[src/rtl/mux_2x1_rr_arb.sv]
// Two-channel round-robin arbiter feeding one registered valid/ready output.
// Define MUX_ARB_CNT_EN to add saturating per-channel grant counters.
module mux_2x1_rr_arb #(
  parameter int W     = 8,
  parameter int CNT_W = 16
) (
  input  logic             clk,
  input  logic             rst_n,
  input  logic [W-1:0]     a,
  input  logic             a_valid,
  output logic             a_ready,
  input  logic [W-1:0]     b,
  input  logic             b_valid,
  output logic             b_ready,
  output logic [W-1:0]     y,
  output logic             y_valid,
  input  logic             y_ready,
  output logic             s0
`ifdef MUX_ARB_CNT_EN
  ,
  output logic [CNT_W-1:0] cnt_a,
  output logic [CNT_W-1:0] cnt_b
`endif
);

  logic last;
  logic load;
  logic gnt_a;
  logic gnt_b;

  assign load = !y_valid | y_ready;

  // last = 1 means b was served most recently, so a wins a tie
  assign gnt_a = a_valid & (!b_valid | last);
  assign gnt_b = b_valid & (!a_valid | !last);

  assign a_ready = rst_n & load & gnt_a;
  assign b_ready = rst_n & load & gnt_b;

  always_ff @(posedge clk or negedge rst_n) begin
    if (!rst_n) begin
      y       <= '0;
      y_valid <= 1'b0;
      s0      <= 1'b0;
      last    <= 1'b1;
    end else if (load) begin
      if (gnt_a | gnt_b) begin
        y       <= gnt_b ? b : a;
        y_valid <= 1'b1;
        s0      <= gnt_b;
        last    <= gnt_b;
      end else begin
        y_valid <= 1'b0;
      end
    end
  end

`ifdef MUX_ARB_CNT_EN
  logic a_xfer;
  logic b_xfer;

  assign a_xfer = a_valid & a_ready;
  assign b_xfer = b_valid & b_ready;

  always_ff @(posedge clk or negedge rst_n) begin
    if (!rst_n) begin
      cnt_a <= '0;
      cnt_b <= '0;
    end else begin
      if (a_xfer && cnt_a != '1)
        cnt_a <= cnt_a + 1'b1;
      if (b_xfer && cnt_b != '1)
        cnt_b <= cnt_b + 1'b1;
    end
  end
`endif

endmodule

[config.mk]
export PLATFORM = sky130hd
export DESIGN_NAME = mux_2x1_rr_arb
export DESIGN_NICKNAME = d
export VERILOG_FILES = /design/src/rtl/mux_2x1_rr_arb.sv
export SDC_FILE = /design/constraint.sdc
export NUM_CORES = 1
export LEC_CHECK = 0
export ABC_AREA = 1
export ABC_CLOCK_PERIOD_IN_PS = 2200
export BUFFER_PORTS_ARGS = -buffer_cell sky130_fd_sc_hd__buf_4
export CORE_MARGIN = 2
export CORE_UTILIZATION = 25
export DETAILED_ROUTE_END_ITERATION = 12
export PLACE_DENSITY_LB_ADDON = 0.25
export RECOVER_POWER = 50
export SLEW_MARGIN = 15
export SYNTH_ARGS = -nofsm -noshare
export SYNTH_HDL_FRONTEND = slang
export SYNTH_SLANG_ARGS = --single-unit
[constraint.sdc]
create_clock -name clk -period 2.2 [get_ports clk]
set_clock_uncertainty 0.05 [all_clocks]
set_input_delay 0.44 -clock clk [delete_from_list [all_inputs] [get_ports clk]]
set_output_delay 0.44 -clock clk [all_outputs]
set_load 0.01 [all_outputs]
==> flow_metrics.py <==
metrics = {
    "setup_path": {
        "arrival_ns": 1.54,
        "crit_fanout": 11,
        "crit_required_ns": 1.71,
        "cp-start-kind": "flip-flop",
        "critPathKind": "flip-flop to primary output",
        "crit_path_end_kind": "primary output",
        "r2r_start": "last",
        "cp-startpoint": "last",
    },
    "placed_design": {
        "place.gp.congestion": 0.797,
        "io_buffers": 32,
        "dp_slack_ns": 0.610,
    },
    "clock_tree": {
        "postCtsSetupRepairBufs": 0,
        "clk_latency_ns": 0.27,
        "post_cts_resized": 0,
        "path_clk_slew_ns": 0.07,
        "cts.sinks": 11,
        "clockRootBuffer": "clkbuf_4",
        "ctsHoldBuffers": 1,
        "cts_tree": "yes",
        "htree_levels": 1,
        "numCtsBuffers": 3,
        "clock_path_buffers": 2,
    },
    "die": {
        "die_area_um2": 2800,
        "ios": 33,
        "die_y_um": 53.0,
        "die_w_um": 53.0,
        "core_area_um2": 2230,
        "rows": 17,
        "initial_core_util": 0.268,
    },
    "synth": {
        "synthesis.nets": 101,
        "yosysWarnings": 0,
        "synthDistinctLibCells": 13,
        "syn_avg_cell_area_um2": 7.49,
        "ys_ff_latch": 11,
        "synthCells": 80,
        "synth_area_um2": 599,
        "ys_seq_area_frac": 0.461,
    },
    "outcome": {
        "outcome": "finished, final reports clean",
    },
    "route": {
        "drc": 0,
        "routed_wl_mm": 1.56,
        "ant_nets": 0,
        "first_pass_iters": 4,
        "drt_iter0_drc": 11,
        "detail_route.vias_per_cell": 4.34,
        "wl_per_cell_um": 11.0,
        "vias": 616,
    },
    "power_and_ir_drop": {
        "ir_worst_vdd_mv": 0.365,
        "p_per_area_nw_per_um2": 699,
        "leakage_nw": 0.486,
    },
    "sta": {
        "max-slew-margin-rel": 0.684,
        "tns_ns": 0,
        "rsz0062_at_grt": "false",
        "min_period_ns": 2.03,
        "fin_crit_sh": 0.923,
        "setup_viol": 0,
        "clock.fmax_mhz": 492,
        "slew_viol_final": 0,
        "worst_slew_pin_slew_ns": 0.473,
        "hold_viol_final": 0,
        "timing.final.ws_setup_ns": 0.169,
    },
    "global_routing": {
        "antenna_found_initial": 0,
        "met2_usage": 0.194,
        "gr-max-usage-layer": "met2",
        "grt_pass1_wl_mm": 2.59,
        "grt_start_max_net_pins": 15,
        "grtUsageMet3": 0.0367,
        "grt_pass1_vias": 595,
        "track_usage": 0.133,
        "met1_usage": 0.168,
        "overflow": 0,
    },
    "final_layout": {
        "final_nets": 136,
        "num_antenna_cells": 0,
        "drive_above_1_share": 0.325,
        "area_delta_synth_final_pct": 42.0,
    },
    "hold_path": {
        "min_path_type": "input pin to flip-flop",
        "worstHoldStart": "y_ready",
    },
    "run": {
        "maxCapViolations": 0,
    },
}
-- cell type report --
cell class	instances	area [µm²]
well taps	28	35.0
repair buffers	33	239
clock buffers	4	26.3
multi-input cells	62	259
inverters	4	15.0
flip-flops and latches	11	277
fillers	249	1380
-- critical path: stages, from the launching register on --
cell	delay, ns
dfstp_1	0.54
nand2_1	0.25
nand2_2	0.27
nor2_1	0.07
buf_4	0.14
-- kinds of logic (layout without fill, tap and decap cells) --
kind of cell | count (synthesis) | in the layout | share of synthesized area
flops | 11 | 11 | 0.461
compound gates | 3 | 3 | 0.0313
buf+inv | 7 | 41 | 0.0814
simple gates | 59 | 59 | 0.426
-- state kept, by name, indices dropped and copies added (netlist names) --
register  cells
y_valid       1
y             8
s0            1
last          1
-- cell usage in the layout, fill, tap and decap left out, drive strengths merged --
cell type and instances:
dfstp 1, o21ai 3, dfrtp 10, nor2 2
clkbuf 7, nand2 48, nand3 9, buf 29
dlygate4sd3 1, inv 4
-- layer usage --
metal / up-vias / routed length (µm)
met2: 32 / 657
met1: 265 / 702
met4: 0 / 25
met3: 4 / 177
met5: - / 0
li1: 315 / -
-- power by group --
part	internal, mW	switching [mW]	leakage, nW
sequential	0.242	0.0214	0.132
clock	0.0702	0.0672	0.0150
combinational	0.0904	0.104	0.339
total	0.403	0.192	0.486
-- cells in the mapped netlist --
cell type,instances,area share
nand3_2,1,0.017
inv_2,2,0.013
dfstp_2,1,0.044
nand2_1,45,0.28
nand2_2,1,0.010
o21ai_0,2,0.017
dfrtp_1,10,0.42
nand2_4,2,0.038
nand3_1,8,0.067
nor2_1,2,0.013
o21ai_2,1,0.015
buf_6,3,0.056
inv_1,2,0.013
-- worst paths after layout --
path	depth (start not counted)	slack [ns]	end
hold reg to reg	2	0.43	y[0]
max in group asynchronous	2	1.39	last
setup reg to reg	6	0.50	y[7]
hold / removal	4	0.40	y_valid
min in group asynchronous	2	0.49	s0
setup / recovery	4	0.17	b_ready
-- through the flow --
step	hold slack (ns)	power, mW	util	std cells	area [µm²]
floorplan	0.0944	0.379	-	80	599
detailed placement	0.238	0.479	0.376	137	841
global placement	0.235	0.476	0.376	137	841
finish	0.396	0.595	0.381	142	851
global route	0.419	0.645	0.381	142	851
CTS	0.408	0.621	0.393	142	877
Note: power is estimated with default switching activity, not from simulation.
